## src/rtl/uart_tx_queue_pkg.sv

```systemverilog
`default_nettype none
// ============================================================================
// Module      : uart_tx_queue_pkg
// Description : Shared constants and FSM state encoding for the UART
//               transmit queue and its byte FIFO.
// Revision    : 1.0 - initial release
// ============================================================================
package uart_tx_queue_pkg;

  // Width of one UART character as held in the queue
  localparam int UART_BYTE_WIDTH = 8;

  // Transmit handshake sequencer states
  typedef enum logic [1:0] {
    IDLE       = 2'd0,
    REQUEST    = 2'd1,
    WAIT_START = 2'd2,
    WAIT_DONE  = 2'd3
  } tx_state_e;

endpackage : uart_tx_queue_pkg
`default_nettype wire

```

## src/rtl/uart_byte_fifo.sv

```systemverilog
`default_nettype none
// ============================================================================
// Module      : uart_byte_fifo
// Description : Generic synchronous circular FIFO with registered count,
//               full/empty flags and a sticky overflow flag. A push at full
//               is still accepted when a pop happens on the same edge.
// Revision    : 1.0 - initial release
// ============================================================================
module uart_byte_fifo #(
  parameter int DEPTH      = 16,
  parameter int ADDR_WIDTH = $clog2(DEPTH),
  parameter int DATA_WIDTH = 8
) (
  input  logic                  clk,
  input  logic                  rst_n,
  input  logic                  i_wr_en,
  input  logic [DATA_WIDTH-1:0] i_wr_data,
  input  logic                  i_rd_en,
  input  logic                  i_clear_overflow,
  output logic [DATA_WIDTH-1:0] o_rd_data,
  output logic                  o_full,
  output logic                  o_empty,
  output logic [ADDR_WIDTH:0]   o_count,
  output logic                  o_overflow
);

  localparam logic [ADDR_WIDTH:0] C_FULL_COUNT = (ADDR_WIDTH + 1)'(DEPTH);

  logic [DATA_WIDTH-1:0] r_mem [DEPTH];
  logic [ADDR_WIDTH-1:0] r_wr_ptr;
  logic [ADDR_WIDTH-1:0] r_rd_ptr;
  logic [ADDR_WIDTH:0]   r_count;
  logic                  r_overflow;

  logic w_full;
  logic w_empty;
  logic w_pop;
  logic w_push;
  logic w_reject;

  assign w_full   = (r_count == C_FULL_COUNT);
  assign w_empty  = (r_count == '0);
  assign w_pop    = i_rd_en && !w_empty;
  // A pop on the same edge frees a slot, so a push at full is still legal
  assign w_push   = i_wr_en && (!w_full || w_pop);
  assign w_reject = i_wr_en && w_full && !w_pop;

  // Pointers and occupancy; pointers wrap naturally since DEPTH is 2**N
  always_ff @(posedge clk or negedge rst_n) begin
    if (!rst_n) begin
      r_wr_ptr <= '0;
      r_rd_ptr <= '0;
      r_count  <= '0;
    end else begin
      if (w_push) r_wr_ptr <= r_wr_ptr + 1'b1;
      if (w_pop)  r_rd_ptr <= r_rd_ptr + 1'b1;
      case ({w_push, w_pop})
        2'b10:   r_count <= r_count + 1'b1;
        2'b01:   r_count <= r_count - 1'b1;
        default: r_count <= r_count;
      endcase
    end
  end

  // Sticky overflow; a rejected push beats a simultaneous clear
  always_ff @(posedge clk or negedge rst_n) begin
    if (!rst_n) begin
      r_overflow <= 1'b0;
    end else if (w_reject) begin
      r_overflow <= 1'b1;
    end else if (i_clear_overflow) begin
      r_overflow <= 1'b0;
    end
  end

  // Storage array, intentionally left without reset
  always_ff @(posedge clk) begin
    if (w_push) r_mem[r_wr_ptr] <= i_wr_data;
  end

  assign o_rd_data  = r_mem[r_rd_ptr];
  assign o_full     = w_full;
  assign o_empty    = w_empty;
  assign o_count    = r_count;
  assign o_overflow = r_overflow;

endmodule : uart_byte_fifo
`default_nettype wire

```

## src/rtl/uart_tx_queue.sv

```systemverilog
`default_nettype none
// ============================================================================
// Module      : uart_tx_queue
// Description : Byte queue feeding a UART transmitter. Pops one byte at a
//               time into a held data register, issues a one-cycle request
//               and tracks the UART busy flag (synchronized) to completion.
// Revision    : 1.0 - initial release
// ============================================================================
module uart_tx_queue
  import uart_tx_queue_pkg::*;
#(
  parameter int DEPTH      = 16,
  parameter int ADDR_WIDTH = $clog2(DEPTH)
) (
  input  logic                       masterClock,
  input  logic                       reset,
  input  logic [UART_BYTE_WIDTH-1:0] wrData,
  input  logic                       wrEnable,
  output logic                       full,
  output logic                       empty,
  output logic [ADDR_WIDTH:0]        count,
  output logic                       overflow,
  input  logic                       clearOverflow,
  output logic [UART_BYTE_WIDTH-1:0] txData,
  output logic                       txRequest,
  input  logic                       txActive
);

  tx_state_e                  r_state;
  tx_state_e                  w_state_next;
  logic                       r_sync_meta;
  logic                       r_tx_active_sync;
  logic [UART_BYTE_WIDTH-1:0] r_tx_data;
  logic                       r_tx_request;
  logic                       w_pop;
  logic                       w_empty;
  logic [UART_BYTE_WIDTH-1:0] w_head;

  uart_byte_fifo #(
    .DEPTH      (DEPTH),
    .ADDR_WIDTH (ADDR_WIDTH),
    .DATA_WIDTH (UART_BYTE_WIDTH)
  ) u_fifo (
    .clk              (masterClock),
    .rst_n            (reset),
    .i_wr_en          (wrEnable),
    .i_wr_data        (wrData),
    .i_rd_en          (w_pop),
    .i_clear_overflow (clearOverflow),
    .o_rd_data        (w_head),
    .o_full           (full),
    .o_empty          (w_empty),
    .o_count          (count),
    .o_overflow       (overflow)
  );

  // Two-flop synchronizer for the UART busy flag from the divided clock domain
  always_ff @(posedge masterClock or negedge reset) begin
    if (!reset) begin
      r_sync_meta      <= 1'b0;
      r_tx_active_sync <= 1'b0;
    end else begin
      r_sync_meta      <= txActive;
      r_tx_active_sync <= r_sync_meta;
    end
  end

  // Next-state and pop decode; never start a byte while the UART is busy
  always_comb begin
    w_state_next = r_state;
    w_pop        = 1'b0;
    case (r_state)
      IDLE: begin
        if (!w_empty && !r_tx_active_sync) begin
          w_pop        = 1'b1;
          w_state_next = REQUEST;
        end
      end
      REQUEST:    w_state_next = WAIT_START;
      WAIT_START: if (r_tx_active_sync)  w_state_next = WAIT_DONE;
      WAIT_DONE:  if (!r_tx_active_sync) w_state_next = IDLE;
      default:    w_state_next = IDLE;
    endcase
  end

  // State, registered request pulse and held transmit byte
  always_ff @(posedge masterClock or negedge reset) begin
    if (!reset) begin
      r_state      <= IDLE;
      r_tx_request <= 1'b0;
      r_tx_data    <= '0;
    end else begin
      r_state      <= w_state_next;
      r_tx_request <= (w_state_next == REQUEST);
      if (w_pop) r_tx_data <= w_head;
    end
  end

  assign empty     = w_empty;
  assign txData    = r_tx_data;
  assign txRequest = r_tx_request;

endmodule : uart_tx_queue
`default_nettype wire
```

## config.mk

```make
export PLATFORM = sky130hd
export DESIGN_NAME = uart_tx_queue
export DESIGN_NICKNAME = d
export VERILOG_FILES = /design/src/rtl/uart_tx_queue_pkg.sv /design/src/rtl/uart_byte_fifo.sv /design/src/rtl/uart_tx_queue.sv
export SDC_FILE = /design/constraint.sdc
export NUM_CORES = 1
export LEC_CHECK = 0
export ABC_AREA = 1
export BUFFER_PORTS_ARGS = -buffer_cell sky130_fd_sc_hd__clkbuf_2
export CAP_MARGIN = 20
export CORE_MARGIN = 10
export CORE_UTILIZATION = 65
export DETAILED_ROUTE_END_ITERATION = 10
export GPL_ROUTABILITY_DRIVEN = 0
export PLACE_DENSITY = 0.92
export SYNTH_ARGS = -nofsm -noshare
export SYNTH_HDL_FRONTEND = slang
export SYNTH_SLANG_ARGS = --single-unit
```

## constraint.sdc

```tcl
create_clock -name masterClock -period 3 [get_ports masterClock]
set_input_delay 0 -clock masterClock [delete_from_list [all_inputs] [get_ports masterClock]]
set_output_delay 0 -clock masterClock [all_outputs]
set_load 0.01 [all_outputs]
```

==> summary.txt, run 1 <==
status - finished, final reports clean
Slew @ Worst Pin - 0.9310 ns
Clock Tree Root - clkbuf_8
cell count after synthesis - 647
Max Fclk - 0.4022 GHz
Routed WL - 16650 µm
Initial Util - 66.35%
synth-to-layout area growth - 12.79%
CP startpoint - r_state[1]$_DFF_PN0_
Final nets - 705
flop-to-flop setup slack - 0.51 ns
share of cells above drive strength 1 - 12.07%
initial antenna violation count - 0
sequential share of the synthesized area - 66.28%
register area - 4521 µm²
IR drop worst, VDD - 0.7405 mV
crit path to - u_fifo.o_count[4]$_DFFE_PN0P_
# fillers - 584
Reg-to-Reg End - u_fifo.o_count[4]$_DFFE_PN0P_
Rel. slew slack - 37.84%
CTS buffer count - 17
PD cells - 970.4 nW/µm²
Vias - 4879
Ys Warns - 0
Static Leak - 3.375 nW
Die Height - 122.4 µm
Clock Pin Slew Worst Setup and Hold Paths - 0.07 ns
H-tree levels - 4
Synth top area share - 56.37%
vias in the first global route - 4926
crit path kind - reg -> reg
post-CTS sizing - 0
Final Hold Viols - 0
die width - 122.4 µm
DP HPWL - 9821 µm
Synth area leaders - edfxtp_1, nand2_1, dfrtp_1, nand3_1, inv_1
mean area per synthesized cell - 10.54 µm²
Fin Setup TNS - 0 ns
CTS Buffer Depth - 2
Die Area - 14990 µm²
reg2reg start - r_state[1]$_DFF_PN0_
Final Critical Period - 2.486 ns
Final Setup Violations - 0
TritonCTS clock tree - done
final slew viol count - 0
Avg WL per Cell - 20.02 µm
post-route ant nets - 0
grt ovf - 0
tightest hold margin - 0.02745 ns
Final Util - 74.84%
CTS sink cnt - 155
Core Rows - 37
max cap viols - 0
ANT cells - 0
Yosys cell types - 33
Skew-Pair Late Insertion Delay - 0.55 ns
DR iter-0 viols - 633
largest net degree at the start of global routing - 75
first-pass GRT wire length - 26280 µm
# hold bufs at CTS - 12
CP Capture Type - flop
footprint of the multi-input gates - 1790 µm²
Post-Syn Area - 6819 µm²
post-synth net total - 669
Core Box Area - 10280 µm²
WP data arrival - 2.93 ns
drt pass-1 iters - 8
Setup Skew - 0.008713 ns
fin crit share - 82.88%
global-route usage over all layers - 23.32%
Ports - 30
Synth Register Bits - 155
drc violations - 0
port buffer count - 29
FF-to-FF path depth - 12
Critical Path RT - 3.45 ns
RSZ-0062 raised after global routing - false
vias per inst - 5.864
Synth area leader - edfxtp_1
Setup crit start kind - flop
setup bufs post-CTS - 0
Crit Path Max Fanout - 14
worst min path class - in -> reg
[routing by layer]
| layer | up-vias | share of wire, % | GRT usage (%) |
|---|---|---|---|
| li1 | 2171 | - | - |
| met1 | 2310 | 35 | 27.10 |
| met2 | 329 | 51 | 39.20 |
| met3 | 69 | 9.8 | 6.152 |
| met4 | 0 | 3.9 | 12.00 |
| met5 | - | 0 | 0 |
[where the power goes]
| part | internal [mW] | total (mW) | switching, mW |
|---|---|---|---|
| clock network | 1.20 | 2.10 | 0.900 |
| registers | 2.67 | 2.91 | 0.240 |
| logic | 0.728 | 2.46 | 1.73 |
[critical path: stages, from the launching register on]
cell and delay (ns):
dfrtp_1 0.43, nor3_4 0.31, nand2_2 0.25, inv_4 0.21
nand2_4 0.09, fa_1 0.41, nand3b_1 0.21, nand3_1 0.11
nand2_1 0.09, nand2_1 0.10, nand2_1 0.08, nand2_1 0.06
inv_1 0.04
[layout make-up]
class / count / area share, %
sequential: 155 / 58.78
multi-input combinational: 373 / 23.28
clock buffer: 17 / 5.385
inverter: 92 / 4.523
timing repair buffer: 44 / 3.742
tap: 136 / 2.212
clock inverter: 15 / 2.082
[sequential cells by signal, summed over array words and instances (netlist names), 2 cells and up]
register and flops:
u_fifo.r_wr_ptr 4, txData 8, u_fifo.r_mem 128, u_fifo.o_count 5, r_state 2, u_fifo.r_rd_ptr 4
[cells in the mapped netlist]
| master | n |
|---|---|
| fa_1 | 1 |
| xor2_2 | 2 |
| inv_1 | 86 |
| dfrtp_1 | 27 |
| o32ai_1 | 1 |
| buf_2 | 12 |
| nand2_1 | 220 |
| nand4_1 | 1 |
| nor2_2 | 3 |
| clkbuf_1 | 3 |
| nand2_4 | 3 |
| o21ai_0 | 2 |
| nor2_4 | 1 |
| buf_1 | 1 |
| nand2_2 | 1 |
| buf_4 | 10 |
| nand3_2 | 3 |
| nor2_1 | 16 |
| inv_2 | 4 |
| a21oi_2 | 2 |
| nand3_1 | 86 |
| o21ai_1 | 3 |
| o211ai_1 | 8 |
| xor2_1 | 7 |
| a21oi_1 | 2 |
| inv_4 | 1 |
| o21ai_2 | 1 |
| nor3_4 | 1 |
| ha_1 | 8 |
| edfxtp_1 | 128 |
| nand3b_1 | 1 |
| buf_6 | 1 |
| clkinv_1 | 1 |
[how the worst min path moves through the flow]
| stage | from | endpoint | slack (ns) | cells after the start |
|---|---|---|---|---|
| CTS | wrData[1] | u_fifo.r_mem[4][1]$_DFFE_PP_ | 0.02 | 1 |
| global placement | reset | u_fifo.o_count[2]$_DFFE_PN0P_ | 0.06 | 1 |
| detailed placement | reset | u_fifo.o_count[0]$_DFFE_PN0P_ | 0.06 | 1 |
| floorplan | reset | r_state[0]$_DFF_PN0_ | -0.30 | 0 |
| global route | wrData[1] | u_fifo.r_mem[5][1]$_DFFE_PP_ | 0.06 | 1 |
| finish | wrData[1] | u_fifo.r_mem[4][1]$_DFFE_PP_ | 0.03 | 1 |
[cells in the final DEF, fill, tap and decap left out, types with 2 or more instances in the layout]
| cell | instances |
|---|---|
| nor2_2 | 3 |
| inv_6 | 5 |
| dfrtp_1 | 26 |
| o211ai_1 | 8 |
| nand3_1 | 86 |
| o21ai_1 | 3 |
| buf_4 | 3 |
| nand2_1 | 220 |
| nand2_4 | 3 |
| clkbuf_16 | 16 |
| nor2_1 | 16 |
| ha_1 | 8 |
| dlygate4sd3_1 | 12 |
| a21oi_2 | 2 |
| nand3_2 | 3 |
| o21ai_0 | 2 |
| edfxtp_1 | 128 |
| a21oi_1 | 2 |
| clkinv_1 | 4 |
| xor2_1 | 7 |
| clkinv_4 | 3 |
| inv_2 | 4 |
| bufinv_16 | 2 |
| xor2_2 | 2 |
| inv_1 | 86 |
| clkbuf_2 | 29 |
[stage by stage]
stage | total power, mW | setup WS [ns] | instance area, µm² | instances
2_1_floorplan | 4.623 | 1.096 | 6819 | 647
3_3_place_gp | 5.076 | 0.7904 | 6997 | 788
3_5_place_dp | 5.239 | 0.6012 | 6997 | 788
4_1_cts | 7.379 | 0.5537 | 7691 | 832
5_1_grt | 7.834 | 0.3268 | 7691 | 832
6_report | 7.463 | 0.5135 | 7691 | 832
[cells by family (layout without fill, tap and decap cells)]
logic type	after synthesis	in the layout	synth area share, %
AOI/OAI and AO/OA	19	19	1.908
xor gates and xnor gates	9	9	1.376
adders and majority gates	9	9	1.762
buffers and inverters	119	168	7.468
DFF	155	155	66.28
and+or+nand+nor	336	336	21.21
No activity file was read; power rests on OpenSTA's default activity.
==> run 2: changes to the inputs <==
- ABC_AREA: 1 -> 0
- CORE_UTILIZATION: 65 -> 55
- PLACE_DENSITY: 0.92 -> 0.84
- clock period: 3 -> 2.1 ns (I/O delays scaled with it)
==> run 2 against run 1 <==
Effect of this change:
- the run now ends with setup timing left
- clock-buffer cell count unchanged
- register-to-register slack got worse by 0.81 ns
- maximum frequency is 3.9% higher
- sequential power is 41% higher
- worst hold slack worse by 0.016 ns
- sequential share of layout area down 0.30 points
- worst setup slack got worse by 0.81 ns
- area after synthesis shrank 8.8%
- global-route usage fell by 6.2 points
- cell count fell by 32%
- routed wire length is 17% lower
- critical endpoint unchanged
- largest power group unchanged
==> summary.txt, run 2 <==
drc violations - 0 (unchanged)
most frequent cells in the layout - edfxtp_1, mux4_2, clkbuf_2 (was nand2_1, edfxtp_1, inv_1, nand3_1, clkbuf_2)
Final Setup Violations - 33 (was 0)
CP Capture Type - flop (unchanged)
CP Cell Sequence - or4_4 -> o21ai_4 -> nor2_4 -> ha_4 -> nor2b_1 -> o21ai_1 -> nand3b_1 -> o32a_1 -> o211ai_1 (was nor3_4 -> nand2_2 -> inv_4 -> nand2_4 -> fa_1 -> nand3b_1 -> nand3_1 -> nand2_1 -> nand2_1 -> nand2_1 -> nand2_1 -> inv_1)
synth-to-layout area growth - 24.40% (was 12.79%)
global-route usage over all layers - 17.15% (was 23.32%)
Core Box Area - 10940 µm² (was 10280 µm²)
post-route ant nets - 0 (unchanged)
sw frac - 31.96% (was 38.48%)
H-tree levels - 4 (unchanged)
placed cells - 522 (was 788)
Ys Warns - 0 (unchanged)
Final Hold Viols - 0 (unchanged)
async set-reset flop share out of synthesis - 17.42% (unchanged)
share of cells above drive strength 1 - 41.92% (was 12.07%)
Final nets - 436 (was 705)
drt pass-1 iters - 5 (was 8)
Static Leak - 2.834 nW (was 3.375 nW)
most common cell after layout, fill and taps aside - edfxtp_1 (was nand2_1)
largest register by flop count - u_fifo.r_mem (unchanged)
largest net degree at the start of global routing - 35 (was 75)
ANT cells - 0 (unchanged)
CTS buffer count - 17 (unchanged)
Die Area - 15950 µm² (was 14990 µm²)
most instantiated cells after synthesis - edfxtp_1, mux4_2, dfrtp_1, nand2_1, mux2i_1 (was nand2_1, edfxtp_1, inv_1, nand3_1, dfrtp_1)
post-synth net total - 345 (was 669)
Core Rows - 38 (was 37)
Crit Path Max Fanout - 5 (was 14)
port buffer count - 29 (unchanged)
top-count cell post-synth - edfxtp_1 (was nand2_1)
Net Sw Power - 3.312 mW (was 2.872 mW)
max cap viols - 0 (unchanged)
Primary FF master, synth - edfxtp_1 (unchanged)
DR iter-0 viols - 363 (was 633)
Synth Register Bits - 155 (unchanged)
Final Util - 70.71% (was 74.84%)
initial antenna violation count - 0 (unchanged)
DP HPWL - 8192 µm (was 9821 µm)
critical path's slowest cell - or4_4 (was dfrtp_1)
grt ovf - 0 (unchanged)
RSZ-0062 raised after global routing - true (was false)
WP data arrival - 2.73 ns (was 2.93 ns)
first-pass GRT wire length - 20780 µm (was 26280 µm)
Int Pwr - 7.051 mW (was 4.591 mW)
worst min path class - in -> reg (unchanged)
Routed WL - 13890 µm (was 16650 µm)
Ports - 30 (unchanged)
Critical Path RT - 2.43 ns (was 3.45 ns)
max reg flops - 128 (unchanged)
Clock Pin Slew Worst Setup and Hold Paths - 0.07 ns (about the same)
Max Fclk - 0.4178 GHz (was 0.4022 GHz)
Rel. slew slack - 51.75% (was 37.84%)
Setup Skew - 0.01281 ns (was 0.008713 ns)
mean area per synthesized cell - 19.24 µm² (was 10.54 µm²)
Post-Syn Area - 6216 µm² (was 6819 µm²)
Clock Tree Root - clkbuf_16 (was clkbuf_8)
Initial Util - 56.84% (was 66.35%)
Slew @ Worst Pin - 0.7237 ns (was 0.9310 ns)
Die Height - 126.3 µm (was 122.4 µm)
# fillers - 636 (was 584)
Yosys cell types - 38 (was 33)
Post-Layout Cell Count - 567 (was 832)
IR drop worst, VDD - 1.294 mV (was 0.7405 mV)
Final WS setup - -0.2932 ns (was 0.5135 ns)
vias per inst - 5.944 (was 5.864)
Flop pwr share - 39.5% (was 38.9%)
total power draw - 10.36 mW (was 7.463 mW)
PD cells - 1340 nW/µm² (was 970.4 nW/µm²)
Skew-Pair Late Insertion Delay - 0.43 ns (was 0.55 ns)
CTS Buffer Depth - 2 (unchanged)
Avg WL per Cell - 24.49 µm (was 20.02 µm)
violated checks - setup timing
fin crit share - 114.0% (was 82.88%)
die width - 126.3 µm (was 122.4 µm)
CTS sink cnt - 155 (unchanged)
TritonCTS clock tree - done (unchanged)
vias in the first global route - 3593 (was 4926)
final slew viol count - 0 (unchanged)
Max stage delay on crit path - 0.56 ns (was 0.43 ns)
Vias - 3370 (was 4879)
power share of the clock group - 27.7% (was 28.1%)
sequential share of the synthesized area - 72.71% (was 66.28%)
crit path kind - reg -> reg (unchanged)
Logic pwr share - 32.8% (was 33.0%)
cell count after synthesis - 323 (was 647)
Synth area leaders - edfxtp_1, mux4_2, dfrtp_1, mux2i_1, ha_1 (was edfxtp_1, nand2_1, dfrtp_1, nand3_1, inv_1)
Synth top area share - 61.84% (was 56.37%)
status - finished with violations (was finished, final reports clean)
Synth area leader - edfxtp_1 (unchanged)
Setup crit start kind - flop (unchanged)
EDFF count, synth - 128 (unchanged)
Final Critical Period - 2.393 ns (was 2.486 ns)
## run 2: changes by cell type in the layout (fill, tap and decap cells not counted), sizes merged, moves of 9 or more
cell	previous run	this run
and2	0	12
buf	3	51
inv	97	21
mux2i	0	17
mux4	0	32
nand2	224	19
nand3	89	0
nor2	20	7
o221ai	0	9
xnor2	0	9
xor2	9	0
## run 2: kinds of logic (layout without fill, tap and decap cells)
kind of cell             Yosys count  count (layout)  synth area share [%]
adder cells (fa/ha/maj)            9               9                 1.932
multiplexers                      51              51                 14.81
buffers and inverters             25             129                 1.671
AO/OA/AOI/OAI                     20              20                 2.818
AND/OR/NAND/NOR                   54              54                 4.791
flip-flops                       155             155                 72.71
XOR/XNOR                           9               9                 1.268
## run 2: metrics by stage
step	hold slack, ns	instance area, µm²	setup WS [ns]	TNS (ns)
floorplan	-0.2956	6236	-0.3225	-0.5828
global placement	0.06095	6908	-0.2117	-4.580
detailed placement	0.08505	6908	-0.3093	-9.220
CTS	0.0002590	7586	-0.3008	-0.8140
global route	0.02813	7732	-0.3818	-5.341
finish	0.01129	7732	-0.2932	-1.003
## run 2: repair_timing
item | CTS | global route
hold endpoints to repair | 33 | 0
buffers inserted | 3 | 11
resized for setup | 16 | 32
hold buffers | 5 | 0
endpoints found under the setup margin | 132 | 139
pin swaps | 6 | 10
## run 2: metal layers
layer  vias up  track usage (%)  routed length (µm)
met2       150            28.49                7274
met4         0            7.435                 308
met5         -                0                   0
met3        26            5.331                 953
li1       1459                -                   -
met1      1735            20.25                5349
## run 2: power groups by stage
stage	clock network (mW)	registers (mW)	logic, mW
final	2.87	4.09	3.40
after global routing	3.03	4.13	3.64
after CTS	2.91	4.07	3.25
after detailed placement	0	4.11	3.08
after global placement	0	4.07	2.99
after floorplan	0	4.14	1.88
## run 2: worst paths after layout
path / start / end / slack, ns / depth (start not counted)
worst max-delay path: u_fifo.o_count[0]$_DFFE_PN0P_ / u_fifo.o_count[4]$_DFFE_PN0P_ / -0.29 / 9
worst min-delay path: wrData[1] / u_fifo.r_mem[2][1]$_DFFE_PP_ / 0.01 / 1
worst max register to register: u_fifo.o_count[0]$_DFFE_PN0P_ / u_fifo.o_count[4]$_DFFE_PN0P_ / -0.29 / 9
worst min register to register: r_sync_meta$_DFF_PN0_ / r_tx_active_sync$_DFF_PN0_ / 0.39 / 0
max in group asynchronous: reset / u_fifo.o_count[1]$_DFFE_PN0P_ / 1.43 / 2
min in group asynchronous: reset / txData[1]$_DFFE_PN0N_ / 0.17 / 2
## run 2: worst max-delay path: cells and delay by family, from the launching register on
kind	cells	cell delay (ns)
adder cells (fa/ha/maj)	1	0.24
flip-flops	1	0.40
AND/OR/NAND/NOR	4	0.88
AO/OA/AOI/OAI	4	0.79
## run 2: cell type report
cell class	count	area (µm²)	area share, %
Clock buffer	17	425.4	5.502
Tap cell	140	175.2	2.265
Sequential cell	155	4522	58.48
Clock inverter	15	127.6	1.650
Multi-Input combinational cell	143	1720	22.25
Inverter	12	45.04	0.5825
Timing Repair Buffer	85	716.9	9.272
==> run 3: changes to the inputs <==
- SYNTH_HIERARCHICAL: unset -> 1
==> run 3 against run 2 <==
Effect of this change:
- the flow still finishes with violations (setup timing)
- power rose by 3.4%
- critical endpoint is now u_fifo/o_count[4]$_DFFE_PN0P_
- highest routed layer unchanged
- critical path type unchanged
- critical path depth up 3
- global-route usage grew 0.57 points
- via count up 4.7%
- synthesized cell count increased by 3.1%
- sequential share of layout area is essentially flat
- cell count shrank 1.4%
- core utilization is 0.33 points lower
- maximum frequency shrank 15%
- sequential power increased by 1%
==> summary.txt, run 3 <==
status - finished with violations (unchanged)
violated checks - setup timing (unchanged)
synth-to-layout area growth - 24.16% (was 24.40%)
Final nets - 428 (was 436)
Die Height - 126.4 µm (was 126.3 µm)
reg2reg start - u_fifo/o_count[0]$_DFFE_PN0P_ (was u_fifo.o_count[0]$_DFFE_PN0P_)
drt pass-1 iters - 5 (unchanged)
crit path to - u_fifo/o_count[4]$_DFFE_PN0P_ (was u_fifo.o_count[4]$_DFFE_PN0P_)
share of cells above drive strength 1 - 42.24% (was 41.92%)
EDFF count, synth - 128 (unchanged)
HP Start - wrData[7] (was wrData[1])
fin crit share - 134.0% (was 114.0%)
Max Fclk - 0.3555 GHz (was 0.4178 GHz)
Clock Pin Slew Worst Setup and Hold Paths - 0.06 ns (was 0.07 ns)
Die Area - 15980 µm² (was 15950 µm²)
DR iter-0 viols - 396 (was 363)
Final WS setup - -0.7132 ns (was -0.2932 ns)
top-count cell post-synth - edfxtp_1 (unchanged)
register area - 4521 µm² (was 4522 µm²)
WP data arrival - 3.11 ns (was 2.73 ns)
Routed WL - 13840 µm (was 13890 µm)
Yosys cell types - 37 (was 38)
Reg-to-Reg End - u_fifo/o_count[4]$_DFFE_PN0P_ (was u_fifo.o_count[4]$_DFFE_PN0P_)
CP startpoint - u_fifo/o_count[0]$_DFFE_PN0P_ (was u_fifo.o_count[0]$_DFFE_PN0P_)
most common cell after layout, fill and taps aside - edfxtp_1 (unchanged)
global-route usage over all layers - 17.72% (was 17.15%)
largest register by flop count - u_fifo/r_mem (was u_fifo.r_mem)
cell count after synthesis - 333 (was 323)
CP Capture Type - flop (unchanged)
Vias - 3527 (was 3370)
max cap viols - 0 (unchanged)
vias in the first global route - 3692 (was 3593)
largest net degree at the start of global routing - 36 (was 35)
async set-reset flop share out of synthesis - 17.42% (unchanged)
flop-to-flop setup slack - -0.71 ns (was -0.29 ns)
total power draw - 10.72 mW (was 10.36 mW)
Synth top area share - 61.74% (was 61.84%)
Ports - 30 (unchanged)
# fillers - 622 (was 636)
Core Box Area - 10980 µm² (was 10940 µm²)
drc violations - 0 (unchanged)
die width - 126.4 µm (was 126.3 µm)
Final Critical Period - 2.813 ns (was 2.393 ns)
IR drop worst, VDD - 0.9361 mV (was 1.294 mV)
Avg WL per Cell - 24.76 µm (was 24.49 µm)
Ys Warns - 6 (was 0)
Critical Path RT - 2.40 ns (was 2.43 ns)
Core Rows - 38 (unchanged)
footprint of the multi-input gates - 1893 µm² (was 1720 µm²)
Clock Tree Root - clkbuf_16 (unchanged)
initial antenna violation count - 0 (unchanged)
DP Worst Slack - -0.6965 ns (was -0.3093 ns)
RSZ-0062 raised after global routing - true (unchanged)
CTS Buffer Depth - 2 (unchanged)
ANT cells - 0 (unchanged)
Primary FF master, synth - edfxtp_1 (unchanged)
FF-to-FF path depth - 12 (was 9)
Initial Util - 56.69% (was 56.84%)
post-synth net total - 355 (was 345)
CTS buffer count - 17 (unchanged)
Synth area leader - edfxtp_1 (unchanged)
post-route ant nets - 0 (unchanged)
sequential share of the synthesized area - 72.59% (was 72.71%)
final slew viol count - 0 (unchanged)
Post-Syn Area - 6226 µm² (was 6216 µm²)
PD cells - 1387 nW/µm² (was 1340 nW/µm²)
Final Setup Violations - 135 (was 33)
Skew-Pair Late Insertion Delay - 0.42 ns (was 0.43 ns)
Static Leak - 2.694 nW (was 2.834 nW)
most instantiated cells after synthesis - edfxtp_1, mux4_2, dfrtp_1, nor2_1, a22oi_1 (was edfxtp_1, mux4_2, dfrtp_1, nand2_1, mux2i_1)
crit path kind - reg -> reg (unchanged)
Rel. slew slack - 50.68% (was 51.75%)
grt ovf - 0 (unchanged)
Crit Path Max Fanout - 2 (was 5)
Slew @ Worst Pin - 0.7342 ns (was 0.7237 ns)
Setup crit start kind - flop (unchanged)
max reg flops - 128 (unchanged)
DP HPWL - 7637 µm (was 8192 µm)
Setup Skew - 0.01285 ns (was 0.01281 ns)
Synth Register Bits - 155 (unchanged)
CTS sink cnt - 155 (unchanged)
Synth area leaders - edfxtp_1, mux4_2, dfrtp_1, a22oi_1, ha_1 (was edfxtp_1, mux4_2, dfrtp_1, mux2i_1, ha_1)
first-pass GRT wire length - 21580 µm (was 20780 µm)
port buffer count - 29 (unchanged)
vias per inst - 6.309 (was 5.944)
H-tree levels - 4 (unchanged)
worst min path class - in -> reg (unchanged)
Final Hold Viols - 0 (unchanged)
TritonCTS clock tree - done (unchanged)
mean area per synthesized cell - 18.70 µm² (was 19.24 µm²)
most frequent cells in the layout - edfxtp_1, mux4_2, clkbuf_2 (unchanged)
[run 3: changes by cell type after synthesis, moves of 9 or more]
cell	change
a22oi_1	+16
mux2i_1	-16
nor2_1	+12
and2_1	-10
mux2_2	+10
o221ai_1	-9
[run 3: worst min-delay path by stage]
stage,slack [ns],end,cells past startpoint
2_1_floorplan,-0.30,r_state[0]$_DFF_PN0_,0
3_3_place_gp,0.07,u_fifo/o_count[2]$_DFFE_PN0P_,1
3_5_place_dp,0.09,r_state[0]$_DFF_PN0_,1
4_1_cts,0.01,u_fifo/r_mem[6][7]$_DFFE_PP_,1
5_1_grt,0.03,u_fifo/r_mem[14][3]$_DFFE_PP_,1
6_report,0.02,u_fifo/r_mem[7][7]$_DFFE_PP_,1
[run 3: area by class of cell]
cell class	count	share of cell area (%)
flip-flops and latches	155	58.48
multi-input cells	157	24.49
repair buffers	71	7.397
clock buffers	19	5.601
well taps	140	2.266
clock inverters	13	1.570
inverters	4	0.1942
[run 3: cells by family (layout without fill, tap and decap cells)]
group / count (synthesis) / count (layout) / synth area share [%]
flip-flops: 155 / 155 / 72.59
buffers and inverters: 21 / 107 / 1.487
AO/OA/AOI/OAI: 29 / 29 / 3.457
AND/OR/NAND/NOR: 64 / 64 / 5.325
adder cells (fa/ha/maj): 9 / 9 / 1.809
multiplexers: 44 / 44 / 13.79
XOR/XNOR: 11 / 11 / 1.547
[run 3: per-stage QoR]
step | hold slack, ns | cells | area (µm²) | util, % | setup TNS, ns
2_1_floorplan | -0.2956 | 333 | 6315 | - | -24.20
3_5_place_dp | 0.08691 | 512 | 6773 | 61.67 | -38.37
4_1_cts | 0.01035 | 556 | 7654 | 69.69 | -8.803
6_report | 0.01744 | 559 | 7730 | 70.38 | -17.93
5_1_grt | 0.03285 | 559 | 7730 | 70.38 | -27.11
3_3_place_gp | 0.07493 | 512 | 6773 | 61.67 | -29.89
[run 3: worst max-delay path, stage by stage (launching register included)]
cell and delay, ns:
dfrtp_1 0.39, or4_4 0.57, nor2_4 0.15, nor4_4 0.07
nand3b_1 0.21, nand2_2 0.14, ha_4 0.18, xor2_4 0.08
ha_4 0.16, or4_4 0.41, o22ai_2 0.14, a31oi_1 0.07
xnor2_1 0.13
[run 3: repair_timing]
action,in CTS,in global routing
hold endpoints to repair,29,0
setup buffers,8,3
gates resized for setup,46,3
cloned,1,0
setup endpoints to repair,134,135
pin swaps,12,12
hold buffers,4,0
[run 3: power by group]
| group | leakage, nW | switching [mW] | internal (mW) |
|---|---|---|---|
| registers | 1.48 | 0.308 | 3.83 |
| clock network | 0.256 | 1.19 | 1.63 |
| logic | 0.957 | 1.99 | 1.76 |
[run 3: per-layer routing]
layer | wire length [µm] | share of wire [%] | up-vias | GRT usage [%]
li1 | - | - | 1472 | -
met1 | 5389 | 39 | 1837 | 21.67
met2 | 7248 | 52 | 189 | 29.16
met3 | 949 | 6.9 | 29 | 4.873
met4 | 256 | 1.8 | 0 | 7.301
met5 | 0 | 0 | - | 0
